### src/rtl/seg7_hex_display.sv
// Multi-digit active-low 7-segment hex driver with per-digit blank/blink,
// leading-zero suppression and global PWM dimming. All outputs registered.
module seg7_hex_display #(
    parameter int unsigned NUM_DIGITS = 6,
    parameter int unsigned BLINK_DIV  = 25_000_000,
    parameter int unsigned PWM_BITS   = 4
) (
    input  logic                    clk,
    input  logic                    reset_n,
    input  logic                    load,
    input  logic [4*NUM_DIGITS-1:0] value,
    input  logic                    lz_blank,
    input  logic [NUM_DIGITS-1:0]   blank_mask,
    input  logic [NUM_DIGITS-1:0]   blink_en,
    input  logic [PWM_BITS-1:0]     brightness,
    output logic [7*NUM_DIGITS-1:0] hex_out,
    output logic                    blink_phase
);

    localparam int unsigned BlinkW = $clog2(BLINK_DIV);
    localparam logic [BlinkW-1:0] BlinkLast = BlinkW'(BLINK_DIV - 1);
    localparam logic [6:0] Dark = 7'h7F;

    logic [4*NUM_DIGITS-1:0] value_q, value_d;
    logic [BlinkW-1:0]       blink_cnt_q, blink_cnt_d;
    logic                    blink_phase_q, blink_phase_d;
    logic [PWM_BITS-1:0]     pwm_cnt_q, pwm_cnt_d;
    logic [7*NUM_DIGITS-1:0] hex_q, hex_d;

    logic       pwm_on;
    logic       blink_wrap;
    logic       lz_run;
    logic [3:0] nib;
    logic [6:0] dig;

    function automatic logic [6:0] glyph(input logic [3:0] n);
        case (n)
            4'h0:    glyph = 7'h40;
            4'h1:    glyph = 7'h79;
            4'h2:    glyph = 7'h24;
            4'h3:    glyph = 7'h30;
            4'h4:    glyph = 7'h19;
            4'h5:    glyph = 7'h12;
            4'h6:    glyph = 7'h02;
            4'h7:    glyph = 7'h78;
            4'h8:    glyph = 7'h00;
            4'h9:    glyph = 7'h18;
            4'hA:    glyph = 7'h08;
            4'hB:    glyph = 7'h03;
            4'hC:    glyph = 7'h46;
            4'hD:    glyph = 7'h21;
            4'hE:    glyph = 7'h06;
            default: glyph = 7'h0E;
        endcase
    endfunction

    always_comb begin
        value_d       = load ? value : value_q;
        blink_wrap    = (blink_cnt_q == BlinkLast);
        blink_cnt_d   = blink_wrap ? '0 : blink_cnt_q + 1'b1;
        blink_phase_d = blink_phase_q ^ blink_wrap;
        pwm_cnt_d     = pwm_cnt_q + 1'b1;
        pwm_on        = (&brightness) | (pwm_cnt_q < brightness);
        hex_d         = '1;
        nib           = '0;
        dig           = Dark;
        // Suppression chain walks down from the top digit on raw nibbles; digit 0 always breaks it.
        lz_run        = lz_blank;
        for (int i = int'(NUM_DIGITS) - 1; i >= 0; i--) begin
            nib    = value_q[4*i +: 4];
            lz_run = lz_run && (nib == 4'h0) && (i != 0);
            if (blank_mask[i]) begin
                dig = Dark;
            end else if (!pwm_on) begin
                dig = Dark;
            end else if (blink_en[i] && blink_phase_q) begin
                dig = Dark;
            end else if (lz_run) begin
                dig = Dark;
            end else begin
                dig = glyph(nib);
            end
            hex_d[7*i +: 7] = dig;
        end
    end

    always_ff @(posedge clk) begin
        if (!reset_n) begin
            value_q       <= '0;
            blink_cnt_q   <= '0;
            blink_phase_q <= 1'b0;
            pwm_cnt_q     <= '0;
            hex_q         <= '1;
        end else begin
            value_q       <= value_d;
            blink_cnt_q   <= blink_cnt_d;
            blink_phase_q <= blink_phase_d;
            pwm_cnt_q     <= pwm_cnt_d;
            hex_q         <= hex_d;
        end
    end

    assign hex_out     = hex_q;
    assign blink_phase = blink_phase_q;

endmodule

### config.mk
export PLATFORM = sky130hd
export DESIGN_NAME = seg7_hex_display
export DESIGN_NICKNAME = d
export VERILOG_FILES = /design/src/rtl/seg7_hex_display.sv
export SDC_FILE = /design/constraint.sdc
export NUM_CORES = 1
export LEC_CHECK = 0
export ABC_AREA = 1
export CAP_MARGIN = 20
export CORE_ASPECT_RATIO = 0.6
export CORE_MARGIN = 4
export CORE_UTILIZATION = 53
export DETAILED_ROUTE_END_ITERATION = 7
export GPL_ROUTABILITY_DRIVEN = 0
export GPL_TIMING_DRIVEN = 0
export HOLD_SLACK_MARGIN = 0.03
export PLACE_DENSITY = 0.77
export SLEW_MARGIN = 40
export SYNTH_ARGS = -nofsm -noshare
export SYNTH_HDL_FRONTEND = slang
export SYNTH_SLANG_ARGS = --single-unit
### constraint.sdc
create_clock -name clk -period 2.1 [get_ports clk]
set_clock_uncertainty 0.15 [all_clocks]
set_input_delay 0.315 -clock clk [delete_from_list [all_inputs] [get_ports clk]]
set_output_delay 0.315 -clock clk [all_outputs]
set_load 0.1 [all_outputs]
==> results.cfg <==
[final_layout]
nets = 836
seq_area_um2 = 1922
antenna-diode-count = 0
fin_cells = 879
design_area_um2 = 5881
drive_gt1_share_pct = 10.30
fillers = 751
syn2layout_area_growth_pct = 22.46
multi_input_area_um2 = 2467

[setup_path]
critPathTopFamily = buffers and inverters
cp-start-kind = input port
crit_top_cell = nand2_1
ff2ff_path_depth = 10
worst_setup_path_end_kind = register
worstPathRequired_ns = 2.15
cp_max_fo = 10
slowest_delay_ns = 0.48
crit_chain = clkdlybuf4s50_1, inv_1, ha_1, a21oi_1, nand2_1, nand2_1, nand2_2, inv_4, buf_4, nand3_1
arrival_ns = 2.02
rr_endpoint = hex_out[22]$_SDFF_PP1_
reg2reg_setup_slack_ns = 0.30
timing.critical_path.buf_inv = 4
r2r-start = pwm_cnt_q[1]$_SDFF_PN0_
path_class = input port to register
critPathSlowestCell = clkdlybuf4s50_1

[hold_path]
min_path_cells = 3
hold_path.class = input port to register
hp-start = reset_n
hold_end = value_q[3]$_SDFFE_PN0P_

[global_routing]
grt_use_met2_pct = 34.84
busiest_layer = met2
use_met3_pct = 5.653
overflow = 0
grt_pass1_vias = 4185
grt_pass1_wl_um = 19110
use_met1_pct = 31.27
antenna_found_initial = 0
grt_max_degree = 15
grt.total_usage_pct = 22.61

[die]
die_w_um = 130.9
die_h_um = 81.73
io_pins = 87
placement_rows = 26
die-area_um2 = 10700
start_util_pct = 55.49
core-area_um2 = 8653

[route]
drt_iter0_markers = 369
drc = 0
wire_per_inst_um = 13.71
num_vias = 4660
drt_first_pass_iters = 5
via_per_inst = 5.301
drtAntennaViolNets = 0
routed_wl_um = 12050

[outcome]
status = finished, final reports clean

[power_and_ir_drop]
power_density_nw_per_um2 = 809.5
p_leak_nw = 2.360
peakVddDrop_mv = 0.6443

[clock_tree]
cts_buffers = 9
clock_latency_ns = 0.34
clk_path_buf_depth = 2
cts_sinks = 96
clockRootBuffer = clkbuf_16
clk_pin_slew_ns = 0.06
cts_tree = done
cts_max_level = 3
ctsHoldBuffers = 0

[sta]
hold_violations = 0
setup_viol_count_final = 0
fmax_mhz = 508.1
period_needed_ns = 1.968
worst_slew_pin_slew_ns = 0.5349
tns_ns = 0
slew_headroom_pct = 64.34
whs_ns = 0.1985
min_period_over_period_pct = 93.73
setup_slack_ns = 0.1318
rsz0062_at_grt = no
slew_violations = 0

[placement]
placedCellCount = 863
placed_cell_area_um2 = 5578
dp_hpwl_um = 9298
dp_slack_ns = -0.2796
numPortBuffers = 85

[yosys]
synth_edf_count = 0
async_flop_share_pct = 0
synth.cell_area_um2 = 4802
yosysWarnings = 0
syn_area_per_cell_um2 = 7.210
synth_cell_types = 34
synthFlopType = dfxtp_1
yosysSeqAreaShare_pct = 40.02
ys_seq_elements = 96
synth_nets = 740
syn_inst = 666

[job]
cap_violations = 0
==> stage by stage <==
stage	utilization (%)	total power [mW]
3_3_place_gp	66.95	3.179
3_5_place_dp	64.46	3.136
6_report	67.96	4.760
2_1_floorplan	-	2.874
4_1_cts	67.93	4.783
5_1_grt	67.96	4.965
==> synth_stat cells (5+ instances only) <==
cell type	count	area share, %
nand2_1	135	11
nor2_2	6	0.78
xnor2_1	5	0.91
o22ai_1	15	2.0
xor2_1	5	0.91
clkbuf_1	7	0.55
nor2_1	90	7.0
ha_1	30	7.8
nand3_1	45	4.7
o21ai_0	46	4.8
dfxtp_1	96	40
a21oi_1	55	5.7
inv_1	84	6.6
==> report_power, final <==
group / switching, mW / internal, mW / leakage, nW / total (mW)
logic: 0.839 / 0.281 / 1.42 / 1.12
clock network: 0.665 / 0.985 / 0.150 / 1.65
registers: 0.0615 / 1.93 / 0.790 / 1.99
==> registers in the layout, summed over array words and instances (netlist names) <==
signal	flops
blink_cnt_q	25
blink_phase	1
hex_out	42
value_q	24
pwm_cnt_q	4
==> cells by family (layout without fill, tap and decap cells) <==
| group | after synthesis | after routing | share of synthesized area [%] |
|---|---|---|---|
| simple gates | 294 | 294 | 25.79 |
| buf+inv | 101 | 202 | 8.598 |
| flops | 96 | 96 | 40.02 |
| fa+ha+maj | 30 | 30 | 7.817 |
| compound gates | 135 | 135 | 15.95 |
| xor+xnor | 10 | 10 | 1.824 |
==> worst register-to-register path: cells and delay by family, from the launching register on <==
family	cells	cell delay, ns
adders and majority gates	1	0.25
buffers and inverters	2	0.37
DFF	1	0.39
and+or+nand+nor	7	0.51
==> layout make-up <==
class,count,share of cell area [%]
Multi-Input combinational cell,469,41.96
Timing Repair Buffer,85,10.81
Inverter,86,5.532
Tap cell,112,2.383
Sequential cell,96,32.68
Clock buffer,13,4.426
Buffer,15,1.532
Clock inverter,3,0.6809
==> worst max-delay path by stage <==
| stage | from | endpoint | slack (ns) | cells past startpoint |
|---|---|---|---|---|
| global placement | brightness[1] | hex_out[0]$_SDFF_PP1_ | -0.22 | 12 |
| detailed placement | brightness[3] | hex_out[22]$_SDFF_PP1_ | -0.28 | 10 |
| finish | brightness[3] | hex_out[22]$_SDFF_PP1_ | 0.13 | 10 |
| global route | brightness[1] | hex_out[22]$_SDFF_PP1_ | 0.04 | 12 |
| CTS | brightness[3] | hex_out[22]$_SDFF_PP1_ | 0.08 | 10 |
| floorplan | blink_phase$_SDFF_PN0_ | hex_out[21]$_SDFF_PP1_ | 0.30 | 4 |
==> layer usage <==
layer,routed length (um),up-vias,share of wire [%]
met5,0,-,0
met4,229,0,1.9
met3,975,21,8.1
met2,5103,198,42
met1,5746,2083,48
li1,-,2358,-
==> placed cells by master (no fill, tap or decap), types with 2 or more instances in the layout <==
cell type,Yosys,final
nand3_1,45,45
clkbuf_8,0,2
xnor2_1,5,5
a211oi_1,4,4
o21ai_0,46,46
ha_1,30,30
nor2_1,90,90
a32oi_1,3,3
a21oi_1,55,55
buf_8,2,2
nand4_1,4,4
nand2_2,2,2
nor2_2,6,6
dfxtp_1,96,96
a22oi_1,3,3
o22ai_1,15,15
clkbuf_1,7,9
clkbuf_16,0,9
clkinv_2,0,2
inv_1,84,84
buf_2,3,46
nand3b_1,3,3
a221oi_1,4,4
buf_4,2,2
xor2_1,5,5
nor3_1,4,4
o21bai_1,2,2
nand2_1,135,135
nor2_4,3,3
clkdlybuf4s50_1,0,42
==> repair_timing <==
action                     CTS  global route
resized for setup            0             1
setup buffers                0             0
setup endpoints to repair    0            12
No activity file was read; power rests on OpenSTA's default activity.
